## src/rtl/cmd_proc_if.sv

```systemverilog
`default_nettype none
// ============================================================================
// Module      : cmd_proc_if
// Description : Signal bundle between cmd_proc, the UART command wrapper, the
//               gyro integrator, the IR sensors and the PID/fanfare/tour units.
// Revision    : 1.0
// ============================================================================
interface cmd_proc_if;
    logic [15:0] cmd;
    logic        cmd_rdy;
    logic        clr_cmd_rdy;
    logic        send_resp;
    logic        strt_cal;
    logic        cal_done;
    logic [11:0] heading;
    logic        heading_rdy;
    logic        lftIR;
    logic        cntrIR;
    logic        rghtIR;
    logic        moving;
    logic [11:0] error;
    logic [9:0]  frwrd;
    logic        fanfare_go;
    logic        tour_go;

    modport master (
        output cmd, cmd_rdy, cal_done, heading, heading_rdy, lftIR, cntrIR, rghtIR,
        input  clr_cmd_rdy, send_resp, strt_cal, moving, error, frwrd, fanfare_go, tour_go
    );

    modport slave (
        input  cmd, cmd_rdy, cal_done, heading, heading_rdy, lftIR, cntrIR, rghtIR,
        output clr_cmd_rdy, send_resp, strt_cal, moving, error, frwrd, fanfare_go, tour_go
    );
endinterface
`default_nettype wire

```

## src/rtl/cmd_proc.sv

```systemverilog
`default_nettype none
// ============================================================================
// Module      : cmd_proc
// Description : Knight's Tour command sequencer: calibration, heading settle,
//               forward-speed ramping and board-line counting for moves.
// Revision    : 1.0
// ============================================================================
module cmd_proc #(
    parameter bit         FAST_SIM  = 1'b1,
    parameter logic [9:0] MAX_FRWRD = 10'h300
) (
    input  logic       clk,
    input  logic       rst_n,
    cmd_proc_if.slave  bus
);

    localparam logic [2:0]  c_IDLE     = 3'd0;
    localparam logic [2:0]  c_CAL      = 3'd1;
    localparam logic [2:0]  c_WAIT_HDG = 3'd2;
    localparam logic [2:0]  c_RAMP_UP  = 3'd3;
    localparam logic [2:0]  c_RAMP_DN  = 3'd4;

    localparam logic [3:0]  c_OP_CAL   = 4'h2;
    localparam logic [3:0]  c_OP_MOVE  = 4'h4;
    localparam logic [3:0]  c_OP_FAN   = 4'h5;
    localparam logic [3:0]  c_OP_TOUR  = 4'h6;

    localparam logic [9:0]  c_FRWRD_INC = FAST_SIM ? 10'h020 : 10'h004;
    localparam logic [9:0]  c_FRWRD_DEC = FAST_SIM ? 10'h040 : 10'h008;
    localparam logic [11:0] c_NUDGE     = 12'h05F;
    localparam logic [11:0] c_SETTLE    = 12'h030;

    logic [2:0]  r_state;
    logic [11:0] r_desired_hdg;
    logic [3:0]  r_target;
    logic        r_fanfare;
    logic [3:0]  r_line_cnt;
    logic        r_cntr_prev;
    logic [9:0]  r_frwrd;
    logic        r_clr_cmd_rdy;
    logic        r_send_resp;
    logic        r_strt_cal;
    logic        r_fanfare_go;
    logic        r_tour_go;

    logic        w_moving;
    logic [11:0] w_nudge;
    logic [11:0] w_error;
    logic [11:0] w_abs_err;
    logic        w_settled;
    logic [10:0] w_frwrd_sum;
    logic [9:0]  w_frwrd_up;
    logic [9:0]  w_frwrd_dn;
    logic        w_cntr_rise;
    logic [3:0]  w_opcode;
    logic        w_unused_cmd_bit;

    assign w_opcode         = bus.cmd[15:12];
    assign w_unused_cmd_bit = bus.cmd[3];

    assign w_moving = (r_state == c_WAIT_HDG) || (r_state == c_RAMP_UP) ||
                      (r_state == c_RAMP_DN);

    // Guard-rail nudge steers away from whichever rail is seen; both rails cancel.
    always_comb begin
        w_nudge = 12'h000;
        if (w_moving && bus.lftIR && !bus.rghtIR)
            w_nudge = c_NUDGE;
        else if (w_moving && bus.rghtIR && !bus.lftIR)
            w_nudge = 12'h000 - c_NUDGE;
    end

    assign w_error   = bus.heading - r_desired_hdg + w_nudge;
    assign w_abs_err = w_error[11] ? (12'h000 - w_error) : w_error;
    assign w_settled = (w_abs_err < c_SETTLE);

    assign w_frwrd_sum = {1'b0, r_frwrd} + {1'b0, c_FRWRD_INC};
    assign w_frwrd_up  = (w_frwrd_sum > {1'b0, MAX_FRWRD}) ? MAX_FRWRD : w_frwrd_sum[9:0];
    assign w_frwrd_dn  = (r_frwrd < c_FRWRD_DEC) ? 10'h000 : (r_frwrd - c_FRWRD_DEC);

    assign w_cntr_rise = bus.cntrIR && !r_cntr_prev;

    always_ff @(posedge clk or negedge rst_n) begin
        if (!rst_n) begin
            r_state       <= c_IDLE;
            r_desired_hdg <= 12'h000;
            r_target      <= 4'h0;
            r_fanfare     <= 1'b0;
            r_line_cnt    <= 4'h0;
            r_cntr_prev   <= 1'b0;
            r_frwrd       <= 10'h000;
            r_clr_cmd_rdy <= 1'b0;
            r_send_resp   <= 1'b0;
            r_strt_cal    <= 1'b0;
            r_fanfare_go  <= 1'b0;
            r_tour_go     <= 1'b0;
        end else begin
            r_clr_cmd_rdy <= 1'b0;
            r_send_resp   <= 1'b0;
            r_strt_cal    <= 1'b0;
            r_fanfare_go  <= 1'b0;
            r_tour_go     <= 1'b0;
            r_cntr_prev   <= bus.cntrIR;

            if (w_moving && w_cntr_rise && (r_line_cnt != 4'hF))
                r_line_cnt <= r_line_cnt + 4'h1;

            case (r_state)
                c_IDLE: begin
                    if (bus.cmd_rdy) begin
                        r_clr_cmd_rdy <= 1'b1;
                        r_line_cnt    <= 4'h0;
                        case (w_opcode)
                            c_OP_CAL: begin
                                r_strt_cal <= 1'b1;
                                r_state    <= c_CAL;
                            end
                            c_OP_MOVE, c_OP_FAN: begin
                                r_desired_hdg <= (bus.cmd[11:4] == 8'h00) ? 12'h000
                                                 : {bus.cmd[11:4], 4'hF};
                                r_target      <= {bus.cmd[2:0], 1'b0};
                                r_fanfare     <= (w_opcode == c_OP_FAN);
                                r_state       <= c_WAIT_HDG;
                            end
                            c_OP_TOUR: r_tour_go <= 1'b1;
                            default:   r_state   <= c_IDLE;
                        endcase
                    end
                end
                c_CAL: begin
                    if (bus.cal_done) begin
                        r_send_resp <= 1'b1;
                        r_state     <= c_IDLE;
                    end
                end
                c_WAIT_HDG: begin
                    r_frwrd <= 10'h000;
                    if (w_settled)
                        r_state <= c_RAMP_UP;
                end
                c_RAMP_UP: begin
                    // Target check wins so squares=0 leaves with frwrd still 0.
                    if (r_line_cnt == r_target)
                        r_state <= c_RAMP_DN;
                    else if (bus.heading_rdy)
                        r_frwrd <= w_frwrd_up;
                end
                c_RAMP_DN: begin
                    if (r_frwrd == 10'h000) begin
                        r_send_resp  <= 1'b1;
                        r_fanfare_go <= r_fanfare;
                        r_state      <= c_IDLE;
                    end else if (bus.heading_rdy) begin
                        r_frwrd <= w_frwrd_dn;
                    end
                end
                default: r_state <= c_IDLE;
            endcase
        end
    end

    assign bus.clr_cmd_rdy = r_clr_cmd_rdy;
    assign bus.send_resp   = r_send_resp;
    assign bus.strt_cal    = r_strt_cal;
    assign bus.fanfare_go  = r_fanfare_go;
    assign bus.tour_go     = r_tour_go;
    assign bus.moving      = w_moving;
    assign bus.error       = w_error;
    assign bus.frwrd       = r_frwrd;

endmodule
`default_nettype wire

```

## src/flat_wrapper.sv

```systemverilog
// flat-port wrapper written by rule: the top's interface ports become plain ports
module cmd_proc_flat 
#(
    parameter bit         FAST_SIM  = 1'b1,
    parameter logic [9:0] MAX_FRWRD = 10'h300
)
  (clk, rst_n, bus_cmd, bus_cmd_rdy, bus_cal_done, bus_heading, bus_heading_rdy, bus_lftIR, bus_cntrIR, bus_rghtIR, bus_clr_cmd_rdy, bus_send_resp, bus_strt_cal, bus_moving, bus_error, bus_frwrd, bus_fanfare_go, bus_tour_go);
  cmd_proc_if bus_i ();
  input  logic clk;
  input  logic rst_n;
  input wire logic [$bits(bus_i.cmd)-1:0] bus_cmd;
  input wire logic [$bits(bus_i.cmd_rdy)-1:0] bus_cmd_rdy;
  input wire logic [$bits(bus_i.cal_done)-1:0] bus_cal_done;
  input wire logic [$bits(bus_i.heading)-1:0] bus_heading;
  input wire logic [$bits(bus_i.heading_rdy)-1:0] bus_heading_rdy;
  input wire logic [$bits(bus_i.lftIR)-1:0] bus_lftIR;
  input wire logic [$bits(bus_i.cntrIR)-1:0] bus_cntrIR;
  input wire logic [$bits(bus_i.rghtIR)-1:0] bus_rghtIR;
  output wire logic [$bits(bus_i.clr_cmd_rdy)-1:0] bus_clr_cmd_rdy;
  output wire logic [$bits(bus_i.send_resp)-1:0] bus_send_resp;
  output wire logic [$bits(bus_i.strt_cal)-1:0] bus_strt_cal;
  output wire logic [$bits(bus_i.moving)-1:0] bus_moving;
  output wire logic [$bits(bus_i.error)-1:0] bus_error;
  output wire logic [$bits(bus_i.frwrd)-1:0] bus_frwrd;
  output wire logic [$bits(bus_i.fanfare_go)-1:0] bus_fanfare_go;
  output wire logic [$bits(bus_i.tour_go)-1:0] bus_tour_go;
  assign bus_i.cmd = bus_cmd;
  assign bus_i.cmd_rdy = bus_cmd_rdy;
  assign bus_i.cal_done = bus_cal_done;
  assign bus_i.heading = bus_heading;
  assign bus_i.heading_rdy = bus_heading_rdy;
  assign bus_i.lftIR = bus_lftIR;
  assign bus_i.cntrIR = bus_cntrIR;
  assign bus_i.rghtIR = bus_rghtIR;
  assign bus_clr_cmd_rdy = bus_i.clr_cmd_rdy;
  assign bus_send_resp = bus_i.send_resp;
  assign bus_strt_cal = bus_i.strt_cal;
  assign bus_moving = bus_i.moving;
  assign bus_error = bus_i.error;
  assign bus_frwrd = bus_i.frwrd;
  assign bus_fanfare_go = bus_i.fanfare_go;
  assign bus_tour_go = bus_i.tour_go;
  cmd_proc #(.FAST_SIM(FAST_SIM), .MAX_FRWRD(MAX_FRWRD)) u_core (.clk(clk), .rst_n(rst_n), .bus(bus_i));
endmodule
```

## config.mk

```make
export PLATFORM = sky130hd
export DESIGN_NAME = cmd_proc_flat
export DESIGN_NICKNAME = d
export VERILOG_FILES = /design/src/rtl/cmd_proc_if.sv /design/src/rtl/cmd_proc.sv /design/src/flat_wrapper.sv
export SDC_FILE = /design/constraint.sdc
export NUM_CORES = 1
export LEC_CHECK = 0
export BUFFER_PORTS_ARGS = -buffer_cell sky130_fd_sc_hd__buf_2
export CORE_MARGIN = 5
export CORE_UTILIZATION = 46
export CTS_CLUSTER_DIAMETER = 50
export DETAILED_ROUTE_END_ITERATION = 16
export PLACE_DENSITY = 0.74
export SYNTH_ARGS = -nofsm -noshare
export SYNTH_HDL_FRONTEND = slang
export SYNTH_SLANG_ARGS = --single-unit
```

## constraint.sdc

```tcl
create_clock -name clk -period 3.9 [get_ports clk]
set_clock_uncertainty 0.2 [all_clocks]
set_input_delay 0.39 -clock clk [delete_from_list [all_inputs] [get_ports clk]]
set_output_delay 0.39 -clock clk [all_outputs]
set_load 0.01 [all_outputs]
```

; After elaboration in Yosys (flattened, before gate mapping)
; Cells that the tools add are included.
[word_totals]
regBits = 39
output_inout_bits = 28
input_bits = 36
[classes]
add_sub_neg = 6
mux = 34
reduce_logical = 20
magnitude_cmp = 3
n_eq_ne = 20
[ops]
columns = cell, n
row1 = 10-bit two-way mux, 6
row2 = 12-bit two-way mux, 4
row3 = 10-bit case mux with 3 select lines, 1
row4 = 2-bit inequality test (second input constant), 9
row5 = 3-bit two-way mux, 5
row6 = 3-bit case mux with 5 select lines, 1
row7 = 12-bit adder, 1
row8 = 4-bit by 3-bit == test with 1-bit output (second input constant), 3
row9 = 12-bit by 6-bit < comparator with 1-bit output (second input constant), 1
row10 = 1-bit two-way mux, 12
row11 = 4-bit two-way mux, 3
row12 = 1-bit by 12-bit subtractor with 12-bit output (first input constant), 1
row13 = 12-bit subtractor, 1
row14 = 10-bit by 6-bit adder with 11-bit output (second input constant), 1
row15 = 11-bit by 10-bit greater-than comparator with 1-bit output (second input constant), 1
row16 = 10-bit logical NOT, 1
row17 = 10-bit by 7-bit < comparator with 1-bit output (second input constant), 1
row18 = 10-bit by 7-bit subtractor with 10-bit output (second input constant), 1
row19 = 3-bit case mux with 3 select lines, 1
row20 = 8-bit logical NOT, 1
row21 = 1-bit logical AND, 7
row22 = 3-bit by 2-bit == test with 1-bit output (second input constant), 2
row23 = 6-bit AND reduction, 1
row24 = 5-bit AND reduction, 1
row25 = other kinds (14), 17

; Logic depth before layout (Yosys ltp)
; Gate-level depths: netlist of the first run.
[logic_depth]
depth_word = 13
mapped_depth = 18
ltp_nobuf = 16

; Worst setup path after synthesis of the first run
; Ideal clock, no wire load.
[synth_timing]
kind = reg2reg
start = register u_core.r_state[1]
end = register u_core.r_state[0]
path_buffers = 2
setup_ns = 0.087
slack_ns = -0.352
required_ns = 3.613
arrival_time_ns = 3.965
period_less_slack_ns = 4.252
stages_incl_launch_ff = 16
path_cell_list = dfrtp_1 > buf_2 > or3b_1 > buf_6 > o21ai_4 > nand3b_1 > fa_1 > inv_1 > ha_1 > a211oi_1 > o21ai_1 > a21boi_1 > nor3_1 > a2111o_1 > or4_4 > a211oi_2
[synth_between]
elab_chain_len = 13
word_cells_on_any_way = 25
[synth_lines]
columns = item, line
row1 = "start, declared", cmd_proc.sv:33  ; logic [2:0] r_state;
row2 = "start signal, assigned", cmd_proc.sv:85  ; r_state <= c_IDLE;
row3 = "start signal, assigned", cmd_proc.sv:116  ; r_state <= c_CAL;
row4 = "start signal, assigned", cmd_proc.sv:123  ; r_state <= c_WAIT_HDG;
row5 = 3-bit by 2-bit == test with 1-bit output, cmd_proc.sv:61  ; assign w_moving = (r_state == c_WAIT_HDG) || (r_state == c_RAMP_UP) ||
row6 = 1-bit logical OR, cmd_proc.sv:61
row7 = 1-bit logical OR (*), cmd_proc.sv:61
row8 = net bus_moving, flat_wrapper.sv:22  ; output wire logic [$bits(bus_i.moving)-1:0] bus_moving;
row9 = 1-bit logical AND (2 in a row), cmd_proc.sv:69  ; else if (w_moving && bus.rghtIR && !bus.lftIR)
row10 = 12-bit two-way mux, cmd_proc.sv:69
row11 = 12-bit two-way mux (*), cmd_proc.sv:67  ; if (w_moving && bus.lftIR && !bus.rghtIR)
row12 = 12-bit adder (*), cmd_proc.sv:73  ; assign w_error = bus.heading - r_desired_hdg + w_nudge;
row13 = 1-bit by 12-bit subtractor with 12-bit output, cmd_proc.sv:74  ; assign w_abs_err = w_error[11] ? (12'h000 - w_error) : w_error;
row14 = 12-bit two-way mux (*), cmd_proc.sv:74
row15 = 12-bit by 6-bit < comparator with 1-bit output (*), cmd_proc.sv:75  ; assign w_settled = (w_abs_err < c_SETTLE);
row16 = 2-bit by 1-bit inequality test with 1-bit output (no source line) (*), -
row17 = 6-bit AND reduction (no source line) (*), -
; Mark *: on every way through the listed nets, which the timed path passes. The rest lies on a longest branch.
; A chain may end at the register's enable or synchronous reset.

; Worst setup path after layout of the first run
[layout_timing]
start = register u_core.r_state[1]
end = output port bus_error[7]
[layout_between]
elab_chain_len = 8
word_cells_on_any_way = 12
[layout_lines]
columns = item, line
row1 = 3-bit by 2-bit == test with 1-bit output, cmd_proc.sv:61
row2 = 1-bit logical OR, cmd_proc.sv:61
row3 = 1-bit logical OR (*), cmd_proc.sv:61
row4 = 1-bit logical AND (2 in a row), cmd_proc.sv:69
row5 = 12-bit two-way mux, cmd_proc.sv:69
row6 = 12-bit two-way mux (*), cmd_proc.sv:67
row7 = 12-bit adder (*), cmd_proc.sv:73
row8 = "end, declared", flat_wrapper.sv:23  ; output wire logic [$bits(bus_i.error)-1:0] bus_error;
; Every way passes the cells marked *; elsewhere a longest branch is shown, timed or not.

==> Flow_metrics.wiki, run 1 <==
{| class="wikitable"
! Metric !! Value
|-
| Result of the run || finished with violations
|-
| Failing checks || negative setup slack
|-
| Largest area contributor in the netlist || sky130_fd_sc_hd__dfrtp_1
|-
| Number of enable flip-flop cells after synthesis || 0
|-
| Worst hold start || bus_cntrIR
|-
| First-pass GRT wire length || about 11,000 µm
|-
| GPL Wtd Cong || around 0.86
|-
| Clock tree from TritonCTS || done
|-
| Total routing usage reported by global routing || 17.69%
|-
| Clock period minus final worst setup slack || 4.121 ns
|-
| FF-to-FF path depth || 15
|-
| CP arrival || between 3 and 4 ns
|-
| Fraction of registers with async set/reset || between 90% and 100%
|-
| Initial antenna violation count || 0
|-
| Maximum count of clock buffers along a single path || 2
|-
| Maximum number of pins on one net before global-route repair || 32
|-
| Kind of path behind the tightest hold check || in -> reg
|-
| Root buffer cell || sky130_fd_sc_hd__clkbuf_8
|-
| # nets final || 440
|-
| Most instantiated library cell after synthesis || sky130_fd_sc_hd__inv_1
|-
| Fraction of post-synthesis cell area in the top cell type by area || 29.26%
|-
| Cell Area, Synth || 2651 µm²
|-
| Fraction of final layout cells with drive strength greater than 1 || about two fifths
|-
| Leakage || between 0.0015 and 0.002 µW
|-
| Number of ports placed on the die boundary || 64
|-
| Hold Path Sink || u_core.r_cntr_prev
|-
| Measured slew at the worst slew-check pin || 0.8817 ns
|-
| Post-Layout Cell Count || between 400 and 500
|-
| Endpoints failing hold || 0
|-
| Final Core Density || a little under two thirds
|-
| Die area || about 7400 µm²
|-
| Power per unit of standard cell area || about 970 nW/µm²
|-
| Number of nets still failing antenna checks after routing || 0
|-
| Synth-to-layout area growth || 33.27%
|-
| Wirelength per Cell || approximately 15 µm
|-
| Placed wire-length estimate || between 4000 and 5000 µm
|-
| Routed wire length || approximately 6800 µm
|-
| Clock transition at the register clock pins on the worst setup and hold paths after CTS || roughly 0.06 ns
|-
| Final slew viol count || 0
|-
| Synth unique cells || 60
|-
| List of most frequent post-synthesis cells || 40 x sky130_fd_sc_hd__inv_1, 31 x sky130_fd_sc_hd__dfrtp_1, 21 x sky130_fd_sc_hd__nor2_1
|-
| Die span in y || 85.92 µm
|-
| Portion of the post-synthesis area used by sequential elements || 29.26%
|-
| Number of stages on the worst hold path || 1
|-
| Worst slew margin relative to its limit || 40.39%
|-
| Worst setup EP type || primary output
|-
| Aggregate global routing overflow || 0
|-
| Yosys reg bits || 31
|-
| Number of port buffers || between 50 and 60
|-
| Number of sinks driven by the clock tree || 31
|-
| Area contributors post-synth || sky130_fd_sc_hd__dfrtp_1 29%, sky130_fd_sc_hd__fa_1 8.3%, sky130_fd_sc_hd__ha_1 8.0%
|-
| Placement-stage worst setup slack || -0.1811 ns
|-
| H-Tree Depth || 2
|-
| Gate count of the mapped netlist || 285
|-
| VDD IR max || 0.8713 mV
|-
| Highest fanout seen on the critical path || 6
|-
| Mean instance size in the synthesized netlist || ~9.3 µm²
|-
| Setup slack of the worst register-to-register path || -0.18 ns
|-
| # diodes || 0
|-
| Remaining routing DRC violations || 0
|-
| Total instance count after detailed placement || 428
|-
| Clock latency reported for the late side of the worst-skew pair || roughly 0.28 ns
|-
| Num rows || 27
|-
| Cts bufs inserted || 5
|-
| Detailed router's first-iteration violation count || 84
|-
| Number of warnings reported in the yosys synthesis log || 0
|-
| Core Footprint || around 5500 µm²
|-
| Count of final setup violators || 7
|-
| Critical Path Start Type || flip-flop
|-
| Startpoint of the worst-slack reg-to-reg timing path || u_core.r_state[1]
|-
| Max-cap violations || 0
|-
| Final critical-path setup slack || -0.2210 ns
|-
| Data required time of the worst path || about 3.3 ns
|-
| Initial standard-cell utilization of the core || between 40% and 50%
|-
| FILL cells || 457
|-
| Setup repair after global routing missed its margin || true
|-
| Detail-routed via count per cell || 5.325
|-
| Capturing point of the worst reg2reg path || u_core.r_state[0]
|-
| Overall via count from detail_route || roughly 2,400
|-
| Achievable frequency || approximately 0.24 GHz
|-
| Via count of the first global-routing pass || around 2,400
|-
| Final clock period utilization by the worst path || 105.7%
|-
| Die X || about 86 µm
|-
| DR pass1 iterations || 4
|-
| Top FF cell, synth || sky130_fd_sc_hd__dfrtp_1
|-
| Critical path start-end classification || reg -> out
|}
placed cells by master, fill, tap and decap left out, types with 8 or more instances in the layout:
| master | count |
|---|---|
| sky130_fd_sc_hd__ha_1 | 10 |
| sky130_fd_sc_hd__fa_1 | 10 |
| sky130_fd_sc_hd__buf_2 | 50 |
| sky130_fd_sc_hd__a21oi_1 | 11 |
| sky130_fd_sc_hd__mux2_2 | 13 |
| sky130_fd_sc_hd__nor2_1 | 21 |
| sky130_fd_sc_hd__dfrtp_1 | 31 |
| sky130_fd_sc_hd__o21ai_0 | 8 |
| sky130_fd_sc_hd__buf_4 | 31 |
| sky130_fd_sc_hd__buf_6 | 12 |
| sky130_fd_sc_hd__nand2_1 | 14 |
| sky130_fd_sc_hd__inv_1 | 37 |
through the flow:
| step | instance area [µm²] | power, µW | hold slack (ns) | setup TNS, ns |
|---|---|---|---|---|
| final | 3533 | 3443 | 0.02458 | -1.064 |
| after global routing | 3533 | 3695 | 0.01281 | -2.169 |
| after CTS | 3417 | 3095 | 0.01686 | -0.7076 |
| after detailed placement | 3148 | 2493 | 0.2762 | -0.2683 |
| after global placement | 3148 | 2445 | 0.2620 | -0.1997 |
| after floorplan | 2680 | 1717 | -0.1056 | -0.4909 |
sequential cells by signal, summed over array words and instances (netlist names), 3 cells and up:
signal / flops
u_core.bus.frwrd: 5
u_core.r_desired_hdg: 9
u_core.r_target: 3
u_core.r_line_cnt: 4
u_core.r_state: 3
kinds of logic (layout without fill, tap and decap cells):
logic type	count (synthesis)	in the layout	share of synthesized area [%]
xor gates and xnor gates	17	17	5.899
buffers and inverters	54	142	8.966
DFF	31	31	29.26
other	1	5	0.1414
muxes	17	17	7.032
AOI/OAI and AO/OA	60	60	16.14
adders and majority gates	28	28	16.33
and+or+nand+nor	77	77	16.23
routing by layer:
metal / part of all wire [%] / global-route usage [%] / up-vias
met5: 0 / 0 / -
met4: 1.2 / 3.597 / 0
met3: 5.3 / 3.939 / 9
met2: 51 / 31.04 / 56
met1: 43 / 22.22 / 1169
li1: - / - / 1157
timing repair:
item                                    CTS  global route
endpoints found under the hold margin    31             0
pin swaps                                13            13
gates resized for setup                  30            14
hold buffers                              1             0
endpoints found under the setup margin    7             9
cloned                                    0             0
setup buffers                             5             8
final cells by class:
cell class,instances,area (µm²),share of cell area [%]
Clock buffer,7,76.32,2.160
Timing Repair Buffer,94,628.1,17.78
Clock inverter,1,5.005,0.1416
Inverter,40,152.6,4.320
Multi-Input combinational cell,204,1805,51.10
Sequential cell,31,775.7,21.95
Tap cell,72,90.09,2.550
report_power, final:
part           switching (µW)  total, µW  internal [µW]  leakage [µW]
Combinational            1270       2700           1430       0.00133
Sequential               85.7        497            411      0.000400
Clock                     117        242            125     0.0000422
worst max-delay path, stage by stage (launching register included):
cell and delay (ns):
sky130_fd_sc_hd__dfrtp_1 0.38, sky130_fd_sc_hd__or3b_4 0.42, sky130_fd_sc_hd__o21ai_4 0.08, sky130_fd_sc_hd__nand3b_1 0.11
sky130_fd_sc_hd__buf_6 0.15, sky130_fd_sc_hd__fa_1 0.50, sky130_fd_sc_hd__inv_1 0.05, sky130_fd_sc_hd__ha_1 0.29
sky130_fd_sc_hd__a211oi_2 0.28, sky130_fd_sc_hd__o21ai_2 0.11, sky130_fd_sc_hd__a21boi_2 0.27, sky130_fd_sc_hd__nor3_2 0.10
sky130_fd_sc_hd__buf_4 0.15, sky130_fd_sc_hd__or2_4 0.24, sky130_fd_sc_hd__buf_6 0.12
worst max path at each step:
| stage | startpoint | endpoint | slack [ns] | cells after the start |
|---|---|---|---|---|
| after floorplan | u_core.r_state[1] | u_core.r_state[0] | -0.32 | 15 |
| after global placement | u_core.r_state[0] | u_core.r_state[0] | -0.16 | 17 |
| after detailed placement | u_core.r_state[0] | u_core.r_state[0] | -0.18 | 17 |
| after CTS | u_core.r_state[1] | bus_error[10] | -0.14 | 17 |
| after global routing | u_core.r_state[1] | bus_error[7] | -0.35 | 14 |
| final | u_core.r_state[1] | bus_error[7] | -0.22 | 14 |
No activity file was read; power rests on OpenSTA's default activity.
==> run 2: changes to the inputs <==
--- a/config.mk
+++ b/config.mk
@@ -10,7 +10,7 @@
 export CORE_UTILIZATION = 46
 export CTS_CLUSTER_DIAMETER = 50
 export DETAILED_ROUTE_END_ITERATION = 16
-export PLACE_DENSITY = 0.74
+export PLACE_DENSITY = 0.71
 export SYNTH_ARGS = -nofsm -noshare
 export SYNTH_HDL_FRONTEND = slang
 export SYNTH_SLANG_ARGS = --single-unit
==> constraint.sdc (replaced) <==
create_clock -name clk -period 3.8 [get_ports clk]
set_clock_uncertainty 0.2 [all_clocks]
set_input_delay 0.38 -clock clk [delete_from_list [all_inputs] [get_ports clk]]
set_output_delay 0.38 -clock clk [all_outputs]
set_load 0.01 [all_outputs]
==> run 2 against run 1 <==
  * Worst hold slack improved by 0.0056 ns
  * Non-clock buffer count grew 13
  * Power grew 18%
  * Die area stayed put
  * Critical path type unchanged
  * Combinational power up 23%
  * The run still ends with negative setup slack left
  * Critical path depth rose by 2
==> Flow_metrics.wiki, run 2 (synthesis results as in run 1) <==
{| class="wikitable"
! Metric !! Value
|-
| Core Footprint || 5540 µm² (unchanged)
|-
| Die span in y || 85.92 µm (unchanged)
|-
| Achievable frequency || around 0.24 GHz
|-
| GPL Wtd Cong || 0.8880 (+3.3%)
|-
| Initial antenna violation count || 0 (unchanged)
|-
| Final slew viol count || 0 (unchanged)
|-
| Via count of the first global-routing pass || 2,525 (+6.0%)
|-
| Max-cap violations || 0 (unchanged)
|-
| Capturing point of the worst reg2reg path || u_core.r_state[0]
|-
| Number of nets still failing antenna checks after routing || 0 (unchanged)
|-
| Final critical-path setup slack || -0.3692 ns (-0.1482 ns)
|-
| Cts bufs inserted || 5 (unchanged)
|-
| Total routing usage reported by global routing || 19.06% (+1.4 points)
|-
| Most common library cell in the layout ignoring fill and taps || sky130_fd_sc_hd__buf_2
|-
| Number of stages on the worst hold path || 1 (unchanged)
|-
| DR pass1 iterations || 4 (unchanged)
|-
| Wirelength per Cell || 16.18 µm (+6.7%)
|-
| Final worst hold slack || 0.03017 ns (+0.005593 ns)
|-
| Result of the run || finished with violations
|-
| Summed negative setup slack over all endpoints || -2.136 ns (-1.072 ns)
|-
| Setup repair after global routing missed its margin || true
|-
| Highest fanout seen on the critical path || 4 (-2)
|-
| Hold Path Sink || u_core.r_cntr_prev
|-
| Clock latency reported for the late side of the worst-skew pair || 0.27 ns (about the same)
|-
| Final clock period utilization by the worst path || 109.7%
|-
| Die X || 85.92 µm (unchanged)
|-
| FF-to-FF path depth || 16 (+1)
|-
| Placed wire-length estimate || 4709 µm (-4.0%)
|-
| Clock tree from TritonCTS || done
|-
| Number of ports placed on the die boundary || 64 (unchanged)
|-
| Most frequent cells in the layout || 50 x sky130_fd_sc_hd__buf_2, 43 x sky130_fd_sc_hd__buf_4, 36 x sky130_fd_sc_hd__inv_1, 31 x sky130_fd_sc_hd__dfrtp_1, 19 x sky130_fd_sc_hd__nor2_1
|-
| Num rows || 27 (unchanged)
|-
| Endpoints failing hold || 0 (unchanged)
|-
| # nets final || 453 (+3.0%)
|-
| Detailed router's first-iteration violation count || 64 (-24%)
|-
| Clock period minus final worst setup slack || roughly 4.2 ns
|-
| Worst hold start || bus_cntrIR
|-
| # diodes || 0 (unchanged)
|-
| Critical path start-end classification || reg -> out
|-
| CP arrival || 3.59 ns (+0.06 ns)
|-
| Routed wire length || 7474 µm (+9.8%)
|-
| Critical Path Start Type || flip-flop
|-
| Max reg flops || 9 (unchanged)
|-
| Worst slew margin relative to its limit || 39.96% (-0.44 points)
|-
| Measured slew at the worst slew-check pin || 0.8881 ns (+0.006462 ns)
|-
| Fraction of final layout cells with drive strength greater than 1 || 44.87% (+4.8 points)
|-
| Setup slack of the worst register-to-register path || -0.31 ns (-0.13 ns)
|-
| Data required time of the worst path || 3.22 ns (-0.09 ns)
|-
| VDD IR max || 0.8100 mV (-7.0%)
|-
| Detail-routed via count per cell || 5.390 (+1.2%)
|-
| Total Power || 4072 µW (+18%)
|-
| Failing checks || negative setup slack
|-
| Startpoint of the worst-slack reg-to-reg timing path || u_core.r_state[1]
|-
| Die area || 7382 µm² (unchanged)
|-
| H-Tree Depth || 2 (unchanged)
|-
| Kind of path behind the tightest hold check || in -> reg
|-
| Final Core Density || 67.68% (+3.9 points)
|-
| First-pass GRT wire length || 11,270 µm (+6.2%)
|-
| Root buffer cell || sky130_fd_sc_hd__clkbuf_8
|-
| Number of sinks driven by the clock tree || 31 (unchanged)
|-
| Aggregate global routing overflow || 0 (unchanged)
|-
| Maximum count of clock buffers along a single path || 2 (unchanged)
|-
| Synth-to-layout area growth || 41.43%
|-
| Remaining routing DRC violations || 0 (unchanged)
|-
| Number of port buffers || 57 (unchanged)
|-
| Overall via count from detail_route || 2,490 (+4.1%)
|-
| Count of final setup violators || 9 (+2)
|-
| Leakage || 0.001861 µW (+5.1%)
|-
| Initial standard-cell utilization of the core || 47.85% (unchanged)
|-
| Placement-stage worst setup slack || -0.3804 ns (-0.1993 ns)
|-
| Power per unit of standard cell area || 1086 nW/µm² (+11%)
|-
| Worst setup EP type || primary output
|-
| Maximum number of pins on one net before global-route repair || 32 (unchanged)
|-
| Clock transition at the register clock pins on the worst setup and hold paths after CTS || 0.07 ns (about the same)
|-
| Register with the highest flop count || u_core.r_desired_hdg
|}
## run 2: cell count changes in the layout (fill, tap and decap cells not counted), sizes merged
cell,before,now
buf,93,106
## run 2: layout make-up
class | count | area (µm²)
Multi-Input combinational cell | 204 | 1923
Fill cell | 433 | 1790
Sequential cell | 31 | 775.7
Timing Repair Buffer | 107 | 729.5
Inverter | 40 | 150.1
Tap cell | 72 | 90.09
Clock buffer | 7 | 76.32
Clock inverter | 1 | 5.005
## run 2: worst max path at each step
stage / endpoint / from / cells past startpoint
after floorplan: u_core.r_state[0] / u_core.r_state[1] / 15
after global placement: u_core.r_state[0] / u_core.r_state[0] / 14
after detailed placement: u_core.r_state[0] / u_core.r_state[0] / 14
after CTS: u_core.r_state[0] / u_core.r_state[1] / 15
after global routing: u_core.r_state[0] / u_core.r_state[1] / 16
final: bus_error[9] / u_core.r_state[1] / 16
## run 2: layer usage
| metal | GRT usage [%] | vias up | routed length [µm] |
|---|---|---|---|
| met5 | 0 | - | 0 |
| met4 | 6.906 | 0 | 295 |
| met3 | 4.611 | 29 | 436 |
| met2 | 33.71 | 101 | 3864 |
| met1 | 22.24 | 1171 | 2879 |
| li1 | - | 1189 | - |
## run 2: metrics by stage
step / instances / cell area [µm²]
2_1_floorplan: 289 / 2688
3_3_place_gp: 434 / 3201
3_5_place_dp: 434 / 3201
4_1_cts: 455 / 3605
5_1_grt: 462 / 3750
6_report: 462 / 3750
## run 2: what timing repair did
action | 4_1_cts | 5_1_grt
gates cloned | 0 | 0
hold endpoints to repair | 31 | 0
buffers inserted | 13 | 9
hold buffers | 1 | 0
resized for setup | 44 | 16
endpoints found under the setup margin | 9 | 10
pin swaps | 27 | 24
## run 2: power by group
group          switching (µW)  internal [µW]
clock                     124            129
combinational            1580           1720
sequential               88.8            422
## run 2: worst max-delay path: stages (launching register included)
cell and delay (ns):
sky130_fd_sc_hd__dfrtp_1 0.38, sky130_fd_sc_hd__or3b_4 0.42, sky130_fd_sc_hd__o21ai_4 0.07, sky130_fd_sc_hd__nand3b_1 0.13
sky130_fd_sc_hd__buf_6 0.15, sky130_fd_sc_hd__buf_6 0.12, sky130_fd_sc_hd__fa_1 0.49, sky130_fd_sc_hd__inv_2 0.05
sky130_fd_sc_hd__ha_4 0.26, sky130_fd_sc_hd__buf_6 0.12, sky130_fd_sc_hd__o21a_1 0.16, sky130_fd_sc_hd__a21boi_2 0.10
sky130_fd_sc_hd__buf_4 0.15, sky130_fd_sc_hd__buf_4 0.12, sky130_fd_sc_hd__o211ai_1 0.32, sky130_fd_sc_hd__nand3_4 0.14
sky130_fd_sc_hd__buf_6 0.15
